## src/rtl/alu_arbiter_pkg.sv

```systemverilog
// Shared definitions for the two-requester ALU arbiter and the ALU it wraps.
package alu_arbiter_pkg;

  localparam int DEF_DATA_WIDTH = 32;

  localparam logic [2:0] ALU_AND  = 3'b000;
  localparam logic [2:0] ALU_OR   = 3'b001;
  localparam logic [2:0] ALU_ADD  = 3'b010;
  localparam logic [2:0] ALU_SLTU = 3'b011;
  localparam logic [2:0] ALU_XOR  = 3'b100;
  localparam logic [2:0] ALU_NOR  = 3'b101;
  localparam logic [2:0] ALU_SUB  = 3'b110;
  localparam logic [2:0] ALU_SLT  = 3'b111;

  typedef enum logic {
    IDLE = 1'b0,
    EXEC = 1'b1
  } state_e;

endpackage

```

## src/rtl/alu.sv

```systemverilog
// Combinational ALU. CarryOut is the carry for ADD and the borrow for SUB/SLT/SLTU;
// Overflow is signed overflow of the add or subtract; Zero reflects Result.
module alu
  import alu_arbiter_pkg::*;
#(
  parameter int DATA_WIDTH = DEF_DATA_WIDTH
) (
  input  logic [DATA_WIDTH-1:0] A,
  input  logic [DATA_WIDTH-1:0] B,
  input  logic [2:0]            ALUop,
  output logic [DATA_WIDTH-1:0] Result,
  output logic                  Overflow,
  output logic                  CarryOut,
  output logic                  Zero
);

  localparam int MSB = DATA_WIDTH - 1;

  logic        [DATA_WIDTH:0]   sum;
  logic        [DATA_WIDTH:0]   diff;
  logic signed [DATA_WIDTH-1:0] a_s;
  logic signed [DATA_WIDTH-1:0] b_s;
  logic                         add_ovf;
  logic                         sub_ovf;
  logic                         slt;

  assign sum     = {1'b0, A} + {1'b0, B};
  assign diff    = {1'b0, A} - {1'b0, B};
  assign a_s     = A;
  assign b_s     = B;
  assign add_ovf = (A[MSB] == B[MSB]) && (sum[MSB] != A[MSB]);
  assign sub_ovf = (A[MSB] != B[MSB]) && (diff[MSB] != A[MSB]);
  assign slt     = a_s < b_s;

  always_comb begin
    Result   = '0;
    CarryOut = 1'b0;
    Overflow = 1'b0;
    case (ALUop)
      ALU_AND: Result = A & B;
      ALU_OR:  Result = A | B;
      ALU_XOR: Result = A ^ B;
      ALU_NOR: Result = ~(A | B);
      ALU_ADD: begin
        Result   = sum[MSB:0];
        CarryOut = sum[DATA_WIDTH];
        Overflow = add_ovf;
      end
      ALU_SUB: begin
        Result   = diff[MSB:0];
        CarryOut = diff[DATA_WIDTH];
        Overflow = sub_ovf;
      end
      ALU_SLT: begin
        Result   = {{(DATA_WIDTH-1){1'b0}}, slt};
        CarryOut = diff[DATA_WIDTH];
        Overflow = sub_ovf;
      end
      default: begin
        Result   = {{(DATA_WIDTH-1){1'b0}}, diff[DATA_WIDTH]};
        CarryOut = diff[DATA_WIDTH];
        Overflow = sub_ovf;
      end
    endcase
  end

  assign Zero = (Result == '0);

endmodule

```

## src/rtl/alu_arbiter.sv

```systemverilog
// Round-robin sharing of one ALU between two valid/ready requesters, with a
// registered result slot per requester so one side's backpressure never stalls the other.
module alu_arbiter
  import alu_arbiter_pkg::*;
#(
  parameter int DATA_WIDTH = DEF_DATA_WIDTH
) (
  input  logic                  clk,
  input  logic                  rst,
  input  logic                  req0_valid,
  output logic                  req0_ready,
  input  logic [DATA_WIDTH-1:0] req0_A,
  input  logic [DATA_WIDTH-1:0] req0_B,
  input  logic [2:0]            req0_ALUop,
  output logic                  resp0_valid,
  input  logic                  resp0_ready,
  output logic [DATA_WIDTH-1:0] resp0_Result,
  output logic [2:0]            resp0_flags,
  input  logic                  req1_valid,
  output logic                  req1_ready,
  input  logic [DATA_WIDTH-1:0] req1_A,
  input  logic [DATA_WIDTH-1:0] req1_B,
  input  logic [2:0]            req1_ALUop,
  output logic                  resp1_valid,
  input  logic                  resp1_ready,
  output logic [DATA_WIDTH-1:0] resp1_Result,
  output logic [2:0]            resp1_flags
);

  state_e                state_q, state_d;
  logic                  rr_last_q, rr_last_d;
  logic                  owner_q, owner_d;
  logic [DATA_WIDTH-1:0] opa_q, opa_d;
  logic [DATA_WIDTH-1:0] opb_q, opb_d;
  logic [2:0]            op_q, op_d;

  logic                  resp0_valid_q, resp0_valid_d;
  logic [DATA_WIDTH-1:0] resp0_result_q, resp0_result_d;
  logic [2:0]            resp0_flags_q, resp0_flags_d;
  logic                  resp1_valid_q, resp1_valid_d;
  logic [DATA_WIDTH-1:0] resp1_result_q, resp1_result_d;
  logic [2:0]            resp1_flags_q, resp1_flags_d;

  logic                  elig0, elig1;
  logic                  gnt_valid, gnt_id;
  logic                  wr0, wr1;
  logic [DATA_WIDTH-1:0] alu_result;
  logic                  alu_ovf, alu_cout, alu_zero;
  logic [2:0]            alu_flags;

  alu #(.DATA_WIDTH(DATA_WIDTH)) u_alu (
    .A        (opa_q),
    .B        (opb_q),
    .ALUop    (op_q),
    .Result   (alu_result),
    .Overflow (alu_ovf),
    .CarryOut (alu_cout),
    .Zero     (alu_zero)
  );

  assign alu_flags = {alu_ovf, alu_cout, alu_zero};

  // A requester whose slot is full and not draining is skipped, even if it is due its turn.
  always_comb begin
    elig0     = req0_valid && (!resp0_valid_q || resp0_ready);
    elig1     = req1_valid && (!resp1_valid_q || resp1_ready);
    gnt_valid = 1'b0;
    gnt_id    = 1'b0;
    if (state_q == IDLE) begin
      if (elig0 && elig1) begin
        gnt_valid = 1'b1;
        gnt_id    = ~rr_last_q;
      end else if (elig0) begin
        gnt_valid = 1'b1;
      end else if (elig1) begin
        gnt_valid = 1'b1;
        gnt_id    = 1'b1;
      end
    end
  end

  assign req0_ready = gnt_valid && !gnt_id;
  assign req1_ready = gnt_valid && gnt_id;

  always_comb begin
    state_d   = state_q;
    rr_last_d = rr_last_q;
    owner_d   = owner_q;
    opa_d     = opa_q;
    opb_d     = opb_q;
    op_d      = op_q;
    case (state_q)
      IDLE: begin
        if (gnt_valid) begin
          state_d   = EXEC;
          rr_last_d = gnt_id;
          owner_d   = gnt_id;
          opa_d     = gnt_id ? req1_A : req0_A;
          opb_d     = gnt_id ? req1_B : req0_B;
          op_d      = gnt_id ? req1_ALUop : req0_ALUop;
        end
      end
      default: state_d = IDLE;
    endcase
  end

  // A write in the same cycle as a drain keeps the slot full.
  always_comb begin
    wr0 = (state_q == EXEC) && !owner_q;
    wr1 = (state_q == EXEC) && owner_q;

    resp0_valid_d  = resp0_valid_q;
    resp0_result_d = resp0_result_q;
    resp0_flags_d  = resp0_flags_q;
    if (resp0_ready) resp0_valid_d = 1'b0;
    if (wr0) begin
      resp0_valid_d  = 1'b1;
      resp0_result_d = alu_result;
      resp0_flags_d  = alu_flags;
    end

    resp1_valid_d  = resp1_valid_q;
    resp1_result_d = resp1_result_q;
    resp1_flags_d  = resp1_flags_q;
    if (resp1_ready) resp1_valid_d = 1'b0;
    if (wr1) begin
      resp1_valid_d  = 1'b1;
      resp1_result_d = alu_result;
      resp1_flags_d  = alu_flags;
    end
  end

  always_ff @(posedge clk) begin
    if (rst) begin
      state_q        <= IDLE;
      rr_last_q      <= 1'b1;
      owner_q        <= 1'b0;
      opa_q          <= '0;
      opb_q          <= '0;
      op_q           <= '0;
      resp0_valid_q  <= 1'b0;
      resp0_result_q <= '0;
      resp0_flags_q  <= '0;
      resp1_valid_q  <= 1'b0;
      resp1_result_q <= '0;
      resp1_flags_q  <= '0;
    end else begin
      state_q        <= state_d;
      rr_last_q      <= rr_last_d;
      owner_q        <= owner_d;
      opa_q          <= opa_d;
      opb_q          <= opb_d;
      op_q           <= op_d;
      resp0_valid_q  <= resp0_valid_d;
      resp0_result_q <= resp0_result_d;
      resp0_flags_q  <= resp0_flags_d;
      resp1_valid_q  <= resp1_valid_d;
      resp1_result_q <= resp1_result_d;
      resp1_flags_q  <= resp1_flags_d;
    end
  end

  assign resp0_valid  = resp0_valid_q;
  assign resp0_Result = resp0_result_q;
  assign resp0_flags  = resp0_flags_q;
  assign resp1_valid  = resp1_valid_q;
  assign resp1_Result = resp1_result_q;
  assign resp1_flags  = resp1_flags_q;

endmodule

```

## config.mk

```make
export PLATFORM = sky130hd
export DESIGN_NAME = alu_arbiter
export DESIGN_NICKNAME = d
export VERILOG_FILES = /design/src/rtl/alu_arbiter_pkg.sv /design/src/rtl/alu.sv /design/src/rtl/alu_arbiter.sv
export SDC_FILE = /design/constraint.sdc
export NUM_CORES = 1
export LEC_CHECK = 0
export ABC_CLOCK_PERIOD_IN_PS = 4300
export BUFFER_PORTS_ARGS = -buffer_cell sky130_fd_sc_hd__buf_4
export CORE_ASPECT_RATIO = 2
export CORE_MARGIN = 2
export CORE_UTILIZATION = 45
export CTS_BUF_LIST = sky130_fd_sc_hd__clkbuf_4 sky130_fd_sc_hd__clkbuf_8 sky130_fd_sc_hd__clkbuf_16
export DETAILED_ROUTE_END_ITERATION = 8
export GPL_ROUTABILITY_DRIVEN = 0
export PLACE_DENSITY_LB_ADDON = 0.05
export SLEW_MARGIN = 20
export SYNTH_ARGS = -nofsm -noshare
export SYNTH_HDL_FRONTEND = slang
export SYNTH_SLANG_ARGS = --single-unit
export TNS_END_PERCENT = 1
```

## constraint.sdc

```tcl
create_clock -name clk -period 4.3 [get_ports clk]
set_input_delay 0.86 -clock clk [delete_from_list [all_inputs] [get_ports clk]]
set_output_delay 0.86 -clock clk [all_outputs]
set_load 0.05 [all_outputs]
```

==> results of run 1 <==
==> layout make-up <==
cell class	count	area [µm²]	area share, %
Multi-Input combinational cell	1220	8350	57.8
Sequential cell	142	2850	19.7
Timing Repair Buffer	251	1880	13.0
Clock buffer	19	440	3.05
Tap cell	348	435	3.01
Inverter	104	390	2.70
Clock inverter	12	91.3	0.632
Antenna cell	1	2.50	0.0173
==> placed cells by master (no fill, tap or decap), types with 7 or more instances in the layout <==
cell type / synthesis / final
o221ai_1: 72 / 72
o211ai_1: 13 / 13
nand2_1: 146 / 146
nand3_1: 19 / 19
xnor2_1: 27 / 27
mux2i_1: 24 / 24
o22ai_1: 12 / 12
dfxtp_1: 142 / 141
xor2_1: 9 / 9
a211oi_1: 83 / 83
nand4_1: 16 / 16
and3_1: 7 / 7
a21o_1: 11 / 10
a221oi_1: 8 / 8
nand2b_1: 14 / 14
inv_1: 100 / 100
o211a_1: 7 / 7
o31ai_1: 15 / 15
nor2_1: 166 / 165
o21bai_1: 14 / 14
buf_4: 11 / 251
nor2b_1: 23 / 22
a31oi_1: 8 / 8
ha_1: 99 / 99
o21ai_0: 55 / 55
clkbuf_16: 0 / 17
a21oi_1: 163 / 162
nand3b_1: 7 / 7
nor3_1: 25 / 25
o21a_1: 13 / 13
==> power breakdown <==
group	switching [mW]	internal (mW)	leakage (nW)	total (mW)
sequential	0.115	1.42	1.17	1.54
combinational	1.57	0.859	4.19	2.43
clock	0.640	0.751	0.266	1.39
==> worst register-to-register path, cell delays in order (launching register included) <==
cell      delay [ns]
dfxtp_1         0.41
inv_1           0.06
ha_1            0.49
a21oi_1         0.44
o31ai_1         0.22
a211oi_2        0.43
nand2_1         0.19
a31o_1          0.27
a311oi_2        0.57
nand3b_1        0.18
nor4_2          0.28
nand4_1         0.19
o31ai_2         0.30
==> path summary, 6_finish.rpt <==
check / endpoint / slack (ns) / startpoint
max: resp1_flags[0] / 0.20 / opa_q[10]
min reg2reg: resp0_Result[1] / 0.46 / resp0_Result[1]
max reg2reg: resp1_flags[0] / 0.20 / opa_q[10]
min: resp0_Result[1] / 0.46 / resp0_Result[1]
==> cell families after synthesis <==
kind of cell	Yosys count	synth area share, %
muxes	26	2.17
AOI/OAI and AO/OA	577	34.3
buffers and inverters	229	7.78
and+or+nand+nor	480	19.1
DFF	142	23.5
adders and majority gates	101	10.6
xor gates and xnor gates	36	2.61
==> per-stage QoR <==
step	worst slack, ns	total power [mW]
final	0.201	5.36
after global routing	0.00787	5.61
after CTS	0.347	5.34
after detailed placement	0.380	3.94
after global placement	0.507	3.91
after floorplan	1.02	3.18
==> flip-flops by register name, indices dropped and copies added (netlist names) <==
name,count
owner_q,1
resp1_valid,1
opb_q,32
state_q,1
resp0_Result,32
resp1_flags,3
op_q,3
rr_last_q,1
resp0_flags,3
resp1_Result,32
resp0_valid,1
opa_q,32
==> per-layer routing <==
layer,global-route usage (%),vias to the layer above
met4,24.5,0
met3,4.30,163
met2,57.1,585
met1,33.7,6196
met5,0,-
li1,-,6147
==> flow_summary.toml, run 1 <==
[outcome]
outcome = "completed"

[synth]
synth_most_common_cell = "nor2_1"
synth_edf_count = 0
synth_nets = 1832
yosys.area.top_type_share_pct = 23.5
synth-seq-cells = 142
seq_area_frac_synth_pct = 23.5
netlist_top_cells_area = "dfxtp_1 23%, ha_1 10%, a21oi_1 6.7%"
ys_warn_count = 0
syn-instance-count = 1591
ys.flop_type = "dfxtp_1"
yosysTopAreaCell = "dfxtp_1"
synthArstFlopShare_pct = 0
synth_common_cells = "166 x nor2_1, 163 x a21oi_1, 146 x nand2_1"
avgSynthCellArea_um2 = 7.61
ys_types = 102
syn-cell-area_um2 = 12100

[sta]
min_period_ns = 4.10
slew_headroom_pct = 32.1
setup_viol = 0
rsz0062_at_grt = "false"
fin_skew_ns = 0.00932
period_share_pct = 95.3
tightest_slew_ns = 1.02
tns_ns = 0
slew_viol_final = 0
max_freq_ghz = 0.244
final_hold_viol_count = 0
timing.hold.ws_ns = 0.461

[routing]
wl_per_cell_um = 22.0
vias = 13100
drt-met1-wl_um = 16400
drcViolationCount = 0
met3_length_um = 2420
wl_met2_um = 23400
top_layer = "met4"
drt_wl_total_um = 46100
drt-initial-drc-count = 1043
viasPerCell = 6.24
firstDrtPassIters = 6
ant_nets = 0

[worst_setup_path]
crit_cells = 12
critical-path-slowest-cell = "a311oi_2"
endpoint_kind = "flip-flop"
crit_buf_inv = 1
crit_family = "compound AO/OA/AOI/OAI gates"
worstSetupPathType = "flip-flop to flip-flop"
reg2regPathDepth = 12
start_kind = "flip-flop"
cp_data_required_time_ns = 4.67
slowest_delay_ns = 0.57
worstPathCellList = "inv_1 -> ha_1 -> a21oi_1 -> o31ai_1 -> a211oi_2 -> nand2_1 -> a31o_1 -> a311oi_2 -> nand3b_1 -> nor4_2 -> nand4_1 -> o31ai_2"
crit_fanout = 14
worstPathArrival_ns = 4.46

[grt]
grt_first_pass_wirelength_um = 70700
grt.overflow.total = 0
grt_max_degree = 85
antenna_found_initial = 0
track_usage_pct = 32.2
first_global_vias = 12800

[clock_network]
root_buffer = "clkbuf_16"
cts-buffers-inserted = 17
clock_path_buffers = 2
cts_setup_buffers = 0
htree_levels = 4
cts_tree = "done"
cts_resized = 0
cts_hold_buffers = 0
clk_latency_ns = 0.46
path_clk_slew_ns = 0.06
cts.sink_count = 142

[placement]
dp_hpwl_um = 35100
io_buffers = 213
dp_cells = 2065
place_area_um2 = 13900

[power_and_ir_drop]
vdd_drop_max_mv = 0.340
powerDensity_nw_per_um2 = 371
cellLeakagePower_nw = 5.62

[hold_path]
hold_path_depth = 2
hp-class = "flip-flop to flip-flop"

[final_layout]
utilization_pct = 54.1
num-nets-final = 1977
syn_to_final_growth_pct = 19.3
fin_area_um2 = 14400
layout.cells.non_filler = 2097
layout-drive-gt1-share_pct = 19.1
fill_cells = 2638

[run]
maxCapViolations = 0

[floorplan]
core_um2 = 26700
fp.dieW_um = 120
die-height_um = 236
dieArea_um2 = 28300
start_util_pct = 45.3
row_count = 85
io_pins = 214
(Power assumes the default switching activity.)
==> run 2, diff against run 1 <==
Settings changed: PLACE_DENSITY set to 0.62, PLACE_DENSITY_LB_ADDON 0.05 to not set.
==> run 2 against run 1 <==
Against the previous run:
- fmax is 0.70% lower
- sequential power hardly changed
- non-clock buffer count shrank 10
- die area did not move
- register-to-register slack worse by 0.03 ns
- clock power grew 13%
- final cell count decreased by 0.52%
- total power rose by 3.0%
- clock skew rose by 0.0016 ns
- critical path type unchanged
- largest cell class unchanged
==> flow_summary.toml, run 2 (synthesis results as in run 1) <==
[final_layout]
layout_common_cells = "238 x buf_4, 165 x nor2_1, 162 x a21oi_1"
fill_cells = 2542
ff_latch_area_um2 = 2850
syn_to_final_growth_pct = 19.8
final_common_cell = "buf_4"
num-nets-final = 1967
fin_area_um2 = 14500
layout-drive-gt1-share_pct = 18.8
diodes = 0
multi_input_area_um2 = 8360

[power_and_ir_drop]
total_power_mw = 5.52
p_sw_mw = 2.31
pwr-share-clk_pct = 28.5
comb_power_share_pct = 43.5
seq_power_share_pct = 27.9
cellLeakagePower_nw = 5.62
powerDensity_nw_per_um2 = 380
sw_frac_of_total_pct = 41.8
power.internal_mw = 3.21
vdd_drop_max_mv = 0.320

[routing]
vias = 13000
viasPerCell = 6.21
wl_per_cell_um = 21.2
drt_wl_total_um = 44300
ant_nets = 0
drcViolationCount = 0
drt-initial-drc-count = 1253
firstDrtPassIters = 6

[outcome]
outcome = "completed"

[worst_setup_path]
cp_data_required_time_ns = 4.66
worstSetupPathType = "flip-flop to flip-flop"
start_kind = "flip-flop"
endpoint_kind = "flip-flop"
worstPathArrival_ns = 4.49
crit_fanout = 12

[placement]
dp_hpwl_um = 33600
io_buffers = 213
place_area_um2 = 13900

[clock_network]
clock_path_buffers = 2
cts_tree = "done"
path_clk_slew_ns = 0.06
root_buffer = "clkbuf_16"
cts.sink_count = 142
cts-buffers-inserted = 17
clk_latency_ns = 0.45
htree_levels = 4

[sta]
final_hold_viol_count = 0
max_freq_ghz = 0.242
period_share_pct = 96.0
slew_headroom_pct = 48.1
fin_skew_ns = 0.0109
tightest_slew_ns = 0.779
setup_viol = 0
rsz0062_at_grt = "false"
tns_ns = 0
slew_viol_final = 0
min_period_ns = 4.13

[run]
maxCapViolations = 0

[floorplan]
die-height_um = 236
core_um2 = 26700
row_count = 85
io_pins = 214
start_util_pct = 45.3
dieArea_um2 = 28300
fp.dieW_um = 120

[grt]
grt.overflow.total = 0
antenna_found_initial = 0
first_global_vias = 12400
grt_max_degree = 78
grt_first_pass_wirelength_um = 67800
track_usage_pct = 30.6

[hold_path]
hp-class = "flip-flop to flip-flop"
## run 2: path summary, 6_finish.rpt
| path | startpoint | endpoint | slack [ns] | cells after the start |
|---|---|---|---|---|
| setup reg to reg | opa_q[4] | resp1_flags[0] | 0.17 | 12 |
| hold reg to reg | resp0_Result[17] | resp0_Result[17] | 0.47 | 2 |
| setup / recovery | opa_q[4] | resp1_flags[0] | 0.17 | 12 |
| hold / removal | resp0_Result[17] | resp0_Result[17] | 0.47 | 2 |
## run 2: power by group through the flow
stage	clock network (mW)	registers, mW	logic (mW)
finish	1.57	1.54	2.40
CTS	1.61	1.54	2.35
floorplan	0	1.67	1.51
global route	1.66	1.56	2.56
detailed placement	0	1.57	2.34
global placement	0	1.56	2.31
## run 2: stage by stage
| stage | utilization (%) | worst slack, ns | hold slack [ns] | cells |
|---|---|---|---|---|
| after floorplan | - | 1.02 | 0.437 | 1591 |
| after global placement | 52.0 | 0.286 | 0.446 | 2055 |
| after detailed placement | 52.0 | 0.213 | 0.457 | 2055 |
| after CTS | 54.3 | 0.192 | 0.471 | 2086 |
| after global routing | 54.3 | 0.0871 | 0.485 | 2086 |
| final | 54.3 | 0.172 | 0.466 | 2086 |
## run 2: layout make-up
cell class	count	area share (%)
timing repair buffer	241	12.7
clock buffer	18	3.03
multi-input combinational	1220	57.7
inverter	104	2.69
tap	348	3.00
sequential	142	19.6
clock inverter	13	1.21
## run 2: timing repair
action                                  4_1_cts  5_1_grt
hold buffers                                  0        0
endpoints found under the hold margin         0        0
buffers inserted                              0        0
endpoints found under the setup margin        0        2
resized for setup                             0        2
## run 2: worst max-delay path, cell delays in order, from the launching register on
cell	delay (ns)
dfxtp_1	0.40
inv_1	0.07
ha_1	0.50
nor2b_1	0.11
nor2_1	0.50
a31oi_4	0.23
a2111oi_4	0.52
a21oi_1	0.17
a21o_1	0.17
a211oi_1	0.61
and4bb_1	0.29
nand4_1	0.18
o31ai_2	0.29
## run 2: layer usage
metal / up-vias / routed length, µm / share of wire, % / GRT usage [%]
li1: 6121 / - / - / -
met4: 0 / 3200 / 7.2 / 21.0
met3: 156 / 2410 / 5.4 / 4.16
met2: 612 / 22400 / 51 / 53.9
met1: 6064 / 16300 / 37 / 33.2
met5: - / 0 / 0 / 0
